===== config.mk =====
export PLATFORM = sky130hd
export DESIGN_NAME = mem_arbiter_flat
export DESIGN_NICKNAME = d
export VERILOG_FILES = /design/src/rtl/arb_pkg.sv /design/src/rtl/mem_arbiter_if.sv /design/src/rtl/mem_arbiter_rr_select.sv /design/src/rtl/mem_arbiter.sv /design/src/flat_wrapper.sv
export SDC_FILE = /design/constraint.sdc
export NUM_CORES = 1
export LEC_CHECK = 0
export BUFFER_PORTS_ARGS = -buffer_cell sky130_fd_sc_hd__buf_2
export CORE_AREA = 2 2 143 145
export DETAILED_ROUTE_END_ITERATION = 8
export DIE_AREA = 0 0 145 147
export PLACE_DENSITY = 0.62
export SETUP_SLACK_MARGIN = 0.5
export SLEW_MARGIN = 5
export SYNTH_ARGS = -nofsm -noshare
export SYNTH_HDL_FRONTEND = slang
export SYNTH_SLANG_ARGS = --single-unit
export TNS_END_PERCENT = 50

===== constraint.sdc =====
create_clock -name CLK -period 2 [get_ports CLK]
set_input_delay 0.2 -clock CLK [delete_from_list [all_inputs] [get_ports CLK]]
set_output_delay 0.2 -clock CLK [all_outputs]
set_load 0.02 [all_outputs]

===== src/rtl/arb_pkg.sv =====
// Shared types for the dual-core RAM port arbiter.
// Imported by the arbiter top and its grant selector.
package arb_pkg;

    typedef enum logic {IDLE, ACCESS} arb_state_t;

    typedef enum logic [1:0] {IREAD, DREAD, DWRITE} req_type_t;

    typedef logic [31:0] word_t;

    localparam int NUM_CORES = 2;

endpackage


===== src/rtl/mem_arbiter_if.sv =====
// Requester and RAM-side signal bundle for mem_arbiter.
// master: the arbiter; slave: cores plus RAM model.
interface mem_arbiter_if #(
    parameter int ADDR_W = 32,
    parameter int DATA_W = 32
);
    logic [1:0]             iren;
    logic [1:0][ADDR_W-1:0] iaddr;
    logic [1:0]             dren;
    logic [1:0]             dwen;
    logic [1:0][ADDR_W-1:0] daddr;
    logic [1:0][DATA_W-1:0] dstore;
    logic [1:0]             iwait;
    logic [1:0]             dwait;
    logic [DATA_W-1:0]      iload;
    logic [DATA_W-1:0]      dload;
    logic                   ram_ren;
    logic                   ram_wen;
    logic [ADDR_W-1:0]      ram_addr;
    logic [DATA_W-1:0]      ram_store;
    logic [DATA_W-1:0]      ram_load;
    logic                   ram_ready;

    modport master (
        input  iren, iaddr, dren, dwen,
        input  daddr, dstore,
        input  ram_load, ram_ready,
        output iwait, dwait, iload, dload,
        output ram_ren, ram_wen,
        output ram_addr, ram_store
    );

    modport slave (
        output iren, iaddr, dren, dwen,
        output daddr, dstore,
        output ram_load, ram_ready,
        input  iwait, dwait, iload, dload,
        input  ram_ren, ram_wen,
        input  ram_addr, ram_store
    );
endinterface


===== src/rtl/mem_arbiter_rr_select.sv =====
// Combinational grant pick: round-robin between cores,
// data-before-instruction and write-before-read inside a core.
module rr_select
    import arb_pkg::*;
(
    input  logic [NUM_CORES-1:0] iren,
    input  logic [NUM_CORES-1:0] dren,
    input  logic [NUM_CORES-1:0] dwen,
    input  logic                 rr_ptr,
    output logic                 core,
    output req_type_t            rtype,
    output logic                 valid
);

    logic [NUM_CORES-1:0] req;

    assign req   = iren | dren | dwen;
    assign valid = |req;

    always_comb begin
        core = 1'b0;
        if (&req) begin
            core = rr_ptr;
        end else begin
            core = req[1];
        end
    end

    always_comb begin
        rtype = IREAD;
        if (dwen[core]) begin
            rtype = DWRITE;
        end else if (dren[core]) begin
            rtype = DREAD;
        end
    end

endmodule


===== src/rtl/mem_arbiter.sv =====
// Two-core RAM port arbiter: latches one request,
// holds the RAM strobe until ram_ready, then completes.
module mem_arbiter
    import arb_pkg::*;
#(
    parameter int ADDR_W = 32,
    parameter int DATA_W = 32
) (
    input  logic          CLK,
    input  logic          nRST,
    mem_arbiter_if.master bus
);

    arb_state_t        state;
    logic              rr_ptr;
    logic              g_core;
    req_type_t         g_type;
    logic              ren_q;
    logic              wen_q;
    logic [ADDR_W-1:0] addr_q;
    logic [DATA_W-1:0] store_q;

    logic              sel_core;
    logic              sel_valid;
    req_type_t         sel_type;
    logic              fin;
    logic [1:0]        idone;
    logic [1:0]        ddone;

    rr_select u_sel (
        .iren   (bus.iren),
        .dren   (bus.dren),
        .dwen   (bus.dwen),
        .rr_ptr (rr_ptr),
        .core   (sel_core),
        .rtype  (sel_type),
        .valid  (sel_valid)
    );

    assign fin = (state == ACCESS) && bus.ram_ready;

    // Completion goes only to the latched requester and type.
    always_comb begin
        idone = 2'b00;
        ddone = 2'b00;
        if (fin) begin
            if (g_type == IREAD) begin
                idone[g_core] = 1'b1;
            end else begin
                ddone[g_core] = 1'b1;
            end
        end
    end

    assign bus.iwait = bus.iren & ~idone;
    assign bus.dwait = (bus.dren | bus.dwen) & ~ddone;
    assign bus.iload = bus.ram_load;
    assign bus.dload = bus.ram_load;

    assign bus.ram_ren   = ren_q;
    assign bus.ram_wen   = wen_q;
    assign bus.ram_addr  = addr_q;
    assign bus.ram_store = store_q;

    always_ff @(posedge CLK) begin
        if (!nRST) begin
            state   <= IDLE;
            rr_ptr  <= 1'b0;
            g_core  <= 1'b0;
            g_type  <= IREAD;
            ren_q   <= 1'b0;
            wen_q   <= 1'b0;
            addr_q  <= '0;
            store_q <= '0;
        end else begin
            unique case (state)
                IDLE: begin
                    if (sel_valid) begin
                        state   <= ACCESS;
                        g_core  <= sel_core;
                        g_type  <= sel_type;
                        ren_q   <= (sel_type != DWRITE);
                        wen_q   <= (sel_type == DWRITE);
                        addr_q  <= (sel_type == IREAD)
                                 ? bus.iaddr[sel_core]
                                 : bus.daddr[sel_core];
                        store_q <= bus.dstore[sel_core];
                    end
                end
                ACCESS: begin
                    if (bus.ram_ready) begin
                        state  <= IDLE;
                        rr_ptr <= ~g_core;
                        ren_q  <= 1'b0;
                        wen_q  <= 1'b0;
                    end
                end
                default: state <= IDLE;
            endcase
        end
    end

endmodule


===== src/flat_wrapper.sv =====
// flat-port wrapper written by rule: the top's interface ports become plain ports
module mem_arbiter_flat import arb_pkg::*;
#(
    parameter int ADDR_W = 32,
    parameter int DATA_W = 32
)
  (CLK, nRST, bus_iren, bus_iaddr, bus_dren, bus_dwen, bus_daddr, bus_dstore, bus_ram_load, bus_ram_ready, bus_iwait, bus_dwait, bus_iload, bus_dload, bus_ram_ren, bus_ram_wen, bus_ram_addr, bus_ram_store);
  mem_arbiter_if #(.ADDR_W(ADDR_W), .DATA_W(DATA_W)) bus_i ();
  input  logic CLK;
  input  logic nRST;
  input wire logic [$bits(bus_i.iren)-1:0] bus_iren;
  input wire logic [$bits(bus_i.iaddr)-1:0] bus_iaddr;
  input wire logic [$bits(bus_i.dren)-1:0] bus_dren;
  input wire logic [$bits(bus_i.dwen)-1:0] bus_dwen;
  input wire logic [$bits(bus_i.daddr)-1:0] bus_daddr;
  input wire logic [$bits(bus_i.dstore)-1:0] bus_dstore;
  input wire logic [$bits(bus_i.ram_load)-1:0] bus_ram_load;
  input wire logic [$bits(bus_i.ram_ready)-1:0] bus_ram_ready;
  output wire logic [$bits(bus_i.iwait)-1:0] bus_iwait;
  output wire logic [$bits(bus_i.dwait)-1:0] bus_dwait;
  output wire logic [$bits(bus_i.iload)-1:0] bus_iload;
  output wire logic [$bits(bus_i.dload)-1:0] bus_dload;
  output wire logic [$bits(bus_i.ram_ren)-1:0] bus_ram_ren;
  output wire logic [$bits(bus_i.ram_wen)-1:0] bus_ram_wen;
  output wire logic [$bits(bus_i.ram_addr)-1:0] bus_ram_addr;
  output wire logic [$bits(bus_i.ram_store)-1:0] bus_ram_store;
  assign bus_i.iren = bus_iren;
  assign bus_i.iaddr = bus_iaddr;
  assign bus_i.dren = bus_dren;
  assign bus_i.dwen = bus_dwen;
  assign bus_i.daddr = bus_daddr;
  assign bus_i.dstore = bus_dstore;
  assign bus_i.ram_load = bus_ram_load;
  assign bus_i.ram_ready = bus_ram_ready;
  assign bus_iwait = bus_i.iwait;
  assign bus_dwait = bus_i.dwait;
  assign bus_iload = bus_i.iload;
  assign bus_dload = bus_i.dload;
  assign bus_ram_ren = bus_i.ram_ren;
  assign bus_ram_wen = bus_i.ram_wen;
  assign bus_ram_addr = bus_i.ram_addr;
  assign bus_ram_store = bus_i.ram_store;
  mem_arbiter #(.ADDR_W(ADDR_W), .DATA_W(DATA_W)) u_core (.CLK(CLK), .nRST(nRST), .bus(bus_i));
endmodule

# --- Word-level counts from Yosys, hierarchy flattened ---
# Cells that the tools add are included.
word_totals:
  reg_bits: 71
  inputBits: 233
  output_inout_bits: 134
  elab_cells: 61
op_classes:
  order_cmp: 3
  eq_ne: 4
  mux: 28
  bitwise: 9
  reduce_logical: 9
ops:
  columns: ["operator", "count"]
  rows:
  - ["32-bit two-way mux", 7]
  - ["1-bit two-way mux", 12]
  - ["2-bit two-way mux", 5]
  - ["2-bit AND reduction", 4]
  - ["2-bit bitwise OR", 3]
  - ["1-bit case mux with 2 select lines", 3]
  - ["2-bit AND", 2]
  - ["2-bit logical NOT", 2]
  - ["1-bit by 2-bit less-than comparator with 1-bit output, second input constant", 2]
  - ["2-bit inequality test, second input constant", 2]
  - ["2-bit inverter", 2]
  - ["2-bit equality test, second input constant", 1]
  - ["1-bit logical AND", 2]
  - ["2-bit by 1-bit inequality test with 1-bit output, second input constant", 1]
  - ["1-bit inverter", 2]
  - ["2-bit OR reduction", 1]
  - ["1-bit demux with 1-bit select", 1]
  - ["1-bit >= comparator, second input constant", 1]

# --- Depth between registers and ports, before layout ---
# Gate-level depths: netlist of the first run.
depth:
  ltp_word: 11
  depth_mapped: 7
  depth_no_buf: 4

# --- By module ---
# From an unflattened synthesis of the first run, not the netlist that was laid out.
hier_totals:
  hier_cells: 511
  hier_area_um2: 4540.6
by_module_without_submodules:
  columns: ["mod", "instances", "cells_per_inst", "area_per_inst_um2", "seq_area_each_um2"]
  rows:
  - ["mem_arbiter", 1, 495, 4460.5, 1421.4]
  - ["rr_select", 1, 16, 80.1, 0.0]

# --- Worst setup path before layout of the first run ---
# Ideal clock, no wire load.
synth_path:
  kind: "register to register"
  startpoint: "register u_core.rr_ptr"
  endpoint: "register u_core.addr_q[0], in the netlist u_core.bus.ram_addr[0]"
  setup_time_ns: 0.074
  t_arrival_ns: 1.584
  t_required_ns: 1.926
  path_slack_ns: 0.342
  stages_incl_launch_ff: 7
  path_buffers: 2
  period_less_slack_ns: 1.658
  path_cell_list: "dfxtp_1 > buf_2 > or4b_4 > o31ai_2 > buf_2 > o311ai_0 > a31oi_1"
synth_via:
  elab_chain_len: 7
  word_cells_on_any_way: 13
  cone_classes: "12 x mux; 1 x reduce/logical"
synth_rtl:
  columns: ["element", "line", "source"]
  rows:
  - ["from (decl)", "mem_arbiter.sv:15", "logic rr_ptr;"]
  - ["from (signal assigned)", "mem_arbiter.sv:93", "rr_ptr <= ~g_core;"]
  - ["1-bit two-way mux (*)", "mem_arbiter_rr_select.sv:22", "if (&req) begin"]
  - ["1-bit two-way mux (implied by the code) (2 in series)", "mem_arbiter_rr_select.sv:33", "end else if (dren[core]) begin"]
  - ["1-bit two-way mux", "mem_arbiter_rr_select.sv:33", null]
  - ["2-bit two-way mux", "mem_arbiter_rr_select.sv:31", "if (dwen[core]) begin"]
  - ["2-bit logical NOT", "mem_arbiter.sv:84", "addr_q <= (sel_type == IREAD)"]
  - ["32-bit two-way mux (*)", "mem_arbiter.sv:85", "? bus.iaddr[sel_core]"]
  - ["to (signal assigned)", "mem_arbiter.sv:84", null]
  - ["to (decl)", "mem_arbiter.sv:20", "logic [ADDR_W-1:0] addr_q;"]
# Mark *: on every way between the ends. The rest lies on a longest branch, timed or not. The select of a mux whose other input is x is not followed.
# A chain may end at the register's enable or synchronous reset.

# --- Worst setup path in the final report of the first run ---
layout_path:
  startpoint: "register u_core.rr_ptr"
  endpoint: "register u_core.addr_q[4], in the netlist u_core.bus.ram_addr[4]"
# The elaborated chain is that of the path after synthesis.

==> metrics.cfg, run 1 <==
[synthesis]
ys_async_sr_fraction_pct=0
synth_edf_count=0
ys_top_cells_by_area=dfxtp_1 26%, o211a_1 11%, buf_4 9.2%
seq_area_frac_synth_pct=25.5
synth_seq_cells=71
synth_cell_types=39
syn_nets=905
synth_top_area_share_pct=25.5
synthesis.area_sq_mm=0.00557
synth.largest_area_cell=dfxtp_1
synth_ff_type=dfxtp_1
syn_area_per_cell_sq_um=8.29
yosys_warnings=0
synth_cells=672

[worst_hold_path]
hold_path.startpoint=nRST
min_to=u_core.state$_SDFF_PN0_
holdPathStages=2
min_path_type=primary input to flip-flop

[floorplan]
die_area_sq_mm=0.0213
die_w_um=145
num_io_pins=367
fp.dieH_um=147
fp-row-count=52
initial_core_util_pct=28.1
core_area_sq_mm=0.0198

[global_route]
busiest_layer=met2
use_met1_pct=24.3
grt-ovfl-total=0
grt_usage_pct=18.7
grt_max_degree=50
grt_use_met3_pct=4.75
grt_pass1_vias=5506
grt_pass1_wl_mm=31.7
use_met2_pct=30.8
antenna_found_initial=1

[placed_design]
hpwl_mm=14.6
pre_cts_ws_ns=-0.0751
routabilityCongestion=0.787
io_buffers=270
dpl.cell_count=1101
post_dp_cell_area_sq_mm=0.00686

[final_layout]
drive_above_1_share_pct=40.9
syn_to_final_growth_pct=32.6
antennaDiodeCount=0
final_nets=1087
final_area_sq_mm=0.00739
final_common_cell=buf_2
final_cell_mix=269 x buf_2, 69 x dfxtp_1, 65 x and3_1, 65 x and2_1, 64 x o211a_1
instances_no_fill=1129

[critical_path]
endpoint_kind=flip-flop
max_stage_delay_ns=0.52
worstReg2RegStart=u_core.rr_ptr$_SDFFE_PN0P_
ff2ff_path_depth=6
arrival_ns=1.93
path_max_fanout=16
crit_chain=or4b_4 -> o31ai_4 -> buf_6 -> buf_12 -> o311ai_2 -> a31oi_1
critical_path_class=flip-flop to flip-flop
reg2reg_to=u_core.bus.ram_addr[4]$_SDFFE_PN0P_
r2r_setup_slack_ns=0.33
critPathSlowestCell=or4b_4
required_ns=2.27
crit_path_start_kind=flip-flop

[timing]
setup_viol_count_final=0
worst_pin_slew_ns=0.582
hold_violations=0
setup_ws_ns=0.335
rsz0062_at_grt=true
finClkSkew_ns=0.00839
fin_crit_sh_pct=83.3
maxSlewViolCount=0
fmax_mhz=600
maxSlewHeadroom_pct=61.1
fin_crit_ns=1.67

[cts]
clockBufferDepth=2
cts_buffers=9
cts_sinks=71
cts-root-buf=clkbuf_16
hold_buffers=0
cts_tree=built
h-tree-depth=3
cts.clk_slew.worst_paths_ns=0.07
insertion_delay_ns=0.34

[drt]
first_pass_iters=5
drc=0
drt-initial-drc-count=288
wl_mm=21.5
ant_nets=0
vias=5982
drt-vias-per-instance=5.30
avgRoutedWirePerCell_um=19.0

[job]
cap_violations=0

[pwr]
ir_drop_uv=374
cellLeakagePower_nw=4.18
p_per_area_mw_per_mm2=669

[status]
status=completed

==> worst max-delay path, delay by kind of cell (launching register included) <==
kind	cells	cell delay (ns)
AO/OA/AOI/OAI	3	0.41
buffers and inverters	2	0.31
flip-flops	1	0.35
AND/OR/NAND/NOR	1	0.52
==> synth_stat cells, drive strengths merged, types with 2 or more instances <==
master,instances
a21oi,5
nand2,34
a211o,2
buf,96
or3,2
and3,65
a31oi,32
nor2,39
o311ai,64
clkbuf,46
nor3,2
a211oi,32
o21a,2
mux2i,32
o21ai,4
and2,65
inv,3
dfxtp,71
o211a,64
==> layout make-up <==
cell class | count | area [sq um]
multi-input combinational | 457 | 3390
clock inverter | 6 | 92.6
fill | 2072 | 12500
clock buffer | 10 | 239
timing repair buffer | 312 | 1890
sequential | 71 | 1430
tap | 270 | 338
inverter | 3 | 11.3
==> flip-flops by register name, indices dropped and copies added (netlist names) <==
name                  cells
u_core.g_type             2
u_core.bus.ram_addr      32
u_core.g_core             1
u_core.rr_ptr             1
u_core.bus.ram_ren        1
u_core.state              1
u_core.bus.ram_wen        1
u_core.bus.ram_store     32
==> report_power, final <==
group	internal, mW	switching [mW]	total [mW]
Combinational	0.653	0.810	1.46
Sequential	1.55	0.0772	1.63
Clock	1.14	0.714	1.85
==> layer usage <==
layer  up-vias  routed length, um
li1       2857                  -
met1      2819               9350
met2       270              10200
met3        34               1540
met4         2                310
met5         -                 13
==> kinds of logic (layout without fill, tap and decap cells) <==
logic type | after synthesis | after routing | share of synthesized area (%)
flops | 71 | 71 | 25.5
mux | 32 | 32 | 5.75
compound gates | 215 | 216 | 32.7
simple gates | 209 | 209 | 20.5
buf+inv | 145 | 331 | 15.6
==> through the flow <==
stage	power (mW)	util [%]	TNS, ns	hold WS (ns)
floorplan	2.67	-	0	0.317
global placement	3.05	34.6	-0.0704	0.400
detailed placement	3.07	34.6	-0.170	0.400
CTS	4.98	36.8	0	0.140
global route	5.20	37.2	0	0.152
finish	4.94	37.2	0	0.153
==> timing repair <==
item,CTS,global route
gates resized for setup,11,7
setup buffers,7,3
gates cloned,0,2
setup endpoints to repair,64,70
pin swaps,8,4
==> worst max-delay path by stage <==
stage,depth (start not counted),endpoint,from,slack [ns]
CTS,6,u_core.bus.ram_addr[4]$_SDFFE_PN0P_,u_core.rr_ptr$_SDFFE_PN0P_,0.35
floorplan,6,u_core.bus.ram_addr[16]$_SDFFE_PN0P_,u_core.rr_ptr$_SDFFE_PN0P_,0.44
global route,6,u_core.bus.ram_addr[24]$_SDFFE_PN0P_,u_core.rr_ptr$_SDFFE_PN0P_,0.26
detailed placement,5,u_core.bus.ram_addr[18]$_SDFFE_PN0P_,bus_dren[0],-0.08
global placement,5,u_core.bus.ram_addr[17]$_SDFFE_PN0P_,bus_dren[0],-0.04
finish,6,u_core.bus.ram_addr[4]$_SDFFE_PN0P_,u_core.rr_ptr$_SDFFE_PN0P_,0.33
(Power assumes the default switching activity.)
==> run 2, diff against run 1 <==
Clock period 2 ns to 1.55 ns, I/O delays scaled along.
==> run 2 against run 1 <==
Net effect: the flow now finishes with violations (negative setup slack); design area up 9.7%; cell count up 4.3%; clock power up 17%; sequential cell count unchanged; die area unchanged; fmax up 1.7%; utilization up 3.6 points; routed wire length up 4.5%; clock-buffer cell count unchanged; via count up 3.1%; critical path type unchanged; largest cell class unchanged; largest power group is now combinational logic.
==> metrics.cfg, run 2 (same netlist as run 1, synthesis figures left out) <==
[timing]
fin_crit_sh_pct=106  ; +22 points
worst_pin_slew_ns=0.360  ; -0.222 ns
setup_viol_count_final=31  ; +31
maxSlewViolCount=0  ; unchanged
setup_tns_ns=-1.56  ; -1.56 ns
rsz0062_at_grt=true
fmax_mhz=611  ; +1.7%
setup_ws_ns=-0.0868  ; -0.422 ns
finClkSkew_ns=0.0116  ; +0.00318 ns
hold_violations=0  ; unchanged
maxSlewHeadroom_pct=75.7  ; +15 points
fin_crit_ns=1.64  ; -0.0285 ns

[pwr]
p_per_area_mw_per_mm2=799  ; +20%
combPwrFrac_pct=34.1  ; +4.5 points
cellLeakagePower_nw=4.43  ; +5.9%
p_sw_share_pct=33.0  ; +0.56 points
p_sw_mw=2.14  ; +33%
seqPwrFrac_pct=32.6  ; -0.4 points
ir_drop_uv=365  ; -2.4%
p_int_mw=4.34  ; +30%
p_clk_share_pct=33.4  ; -4.0 points

[critical_path]
path_max_fanout=9  ; -7
critPathSlowestCell=or4b_4
endpoint_kind=flip-flop
critical_path_class=flip-flop to flip-flop
critical_path_buf_inv_count=2  ; unchanged
critPathTopFamily=simple AND/OR/NAND/NOR gates
crit_chain=or4b_4 -> o31ai_4 -> buf_12 -> buf_4 -> o311ai_0 -> a31oi_1
required_ns=1.82  ; -0.45 ns
arrival_ns=1.91  ; -0.02 ns
max_stage_delay_ns=0.51  ; about the same
crit_path_start_kind=flip-flop

[drt]
ant_nets=0  ; unchanged
first_pass_iters=4  ; -1
drc=0  ; unchanged
drt-vias-per-instance=5.24  ; -1.1%
drt-initial-drc-count=297  ; +3.1%
wl_mm=22.4  ; +4.5%
vias=6167  ; +3.1%
avgRoutedWirePerCell_um=19.1  ; +0.27%

[cts]
clockBufferDepth=2  ; unchanged
cts.clk_slew.worst_paths_ns=0.06  ; about the same
insertion_delay_ns=0.34  ; about the same
cts_buffers=9  ; unchanged
hold_buffers=0  ; unchanged
cts_sinks=71  ; unchanged
cts_tree=built
h-tree-depth=3  ; unchanged
cts-root-buf=clkbuf_16

[global_route]
grt_pass1_wl_mm=34.0  ; +7.4%
antenna_found_initial=4  ; +3
grt_usage_pct=20.1  ; +1.4 points
grt_pass1_vias=6029  ; +9.5%
grt_max_degree=37  ; -26%
grt-ovfl-total=0  ; unchanged

[final_layout]
final_cell_mix=252 x buf_2, 65 x and2_1, 65 x dfxtp_1
syn_to_final_growth_pct=45.4
final_core_util_pct=40.8  ; +3.6 points
drive_above_1_share_pct=47.5  ; +6.6 points
final_common_cell=buf_2
final_nets=1132  ; +4.1%
filler_cell_count=2019  ; -2.6%

[floorplan]
initial_core_util_pct=28.1  ; unchanged
core_area_sq_mm=0.0198  ; unchanged
die_w_um=145  ; unchanged
num_io_pins=367  ; unchanged
fp.dieH_um=147  ; unchanged
die_area_sq_mm=0.0213  ; unchanged
fp-row-count=52  ; unchanged

[job]
cap_violations=0  ; unchanged

[placed_design]
io_buffers=270  ; unchanged
routabilityCongestion=0.850  ; +7.9%
hpwl_mm=15.9  ; +8.7%

[status]
failed_checks=negative setup slack
status=finished, violations left

[worst_hold_path]
min_path_type=primary input to flip-flop

-- run 2: power groups by stage --
stage / combinational (mW) / clock [mW] / sequential [mW]
finish: 2.21 / 2.16 / 2.11
global route: 2.37 / 2.31 / 2.13
global placement: 1.93 / 0 / 2.14
CTS: 2.11 / 2.24 / 2.11
detailed placement: 1.95 / 0 / 2.14
floorplan: 1.11 / 0 / 2.33
-- run 2: final timing paths --
path / startpoint / end / slack [ns] / cells after the start
max: u_core.rr_ptr$_SDFFE_PN0P_ / u_core.bus.ram_addr[2]$_SDFFE_PN0P_ / -0.09 / 6
max reg2reg: u_core.rr_ptr$_SDFFE_PN0P_ / u_core.bus.ram_addr[2]$_SDFFE_PN0P_ / -0.09 / 6
min: nRST / u_core.g_type[0]$_SDFFE_PN0P_ / 0.11 / 2
min reg2reg: u_core.bus.ram_addr[17]$_SDFFE_PN0P_ / u_core.bus.ram_addr[17]$_SDFFE_PN0P_ / 0.48 / 2
-- run 2: cell type report --
class                           instances  area [sq um]  area share [%]
Antenna cell                            3          7.51          0.0927
Timing Repair Buffer                  357          2460            30.4
Clock inverter                          6          67.6           0.834
Sequential cell                        71          1430            17.7
Tap cell                              270           338            4.17
Multi-Input combinational cell        457          3550            43.8
Inverter                                3          13.8           0.170
Clock buffer                           10           229            2.83
-- run 2: worst register-to-register path, delay by kind of cell, from the launching register on --
kind	cells	cell delay (ns)
compound gates	3	0.40
buf+inv	2	0.32
simple gates	1	0.51
flops	1	0.35
-- run 2: routing by layer --
layer	share of wire, %	global-route usage, %	vias up	wire length, um
li1	-	-	2952	-
met1	42	25.0	2875	9450
met2	47	33.4	277	10500
met3	7.5	4.91	63	1690
met4	3.4	8.47	0	774
met5	0	0	-	0
-- run 2: timing repair --
item	4_1_cts	5_1_grt
buffers inserted	11	2
endpoints found under the setup margin	78	85
gates resized for setup	48	49
hold endpoints to repair	0	0
pin swaps	22	25
gates cloned	3	0
-- run 2: stage by stage --
step	power, mW	hold slack, ns	std cells	worst slack [ns]	area, sq um
floorplan	3.44	0.272	672	-0.00629	5630
global placement	4.07	0.310	1142	-0.349	7240
detailed placement	4.09	0.310	1142	-0.331	7240
CTS	6.46	0.0948	1172	-0.0948	7890
global route	6.81	0.111	1175	-0.146	8100
finish	6.48	0.106	1177	-0.0868	8100
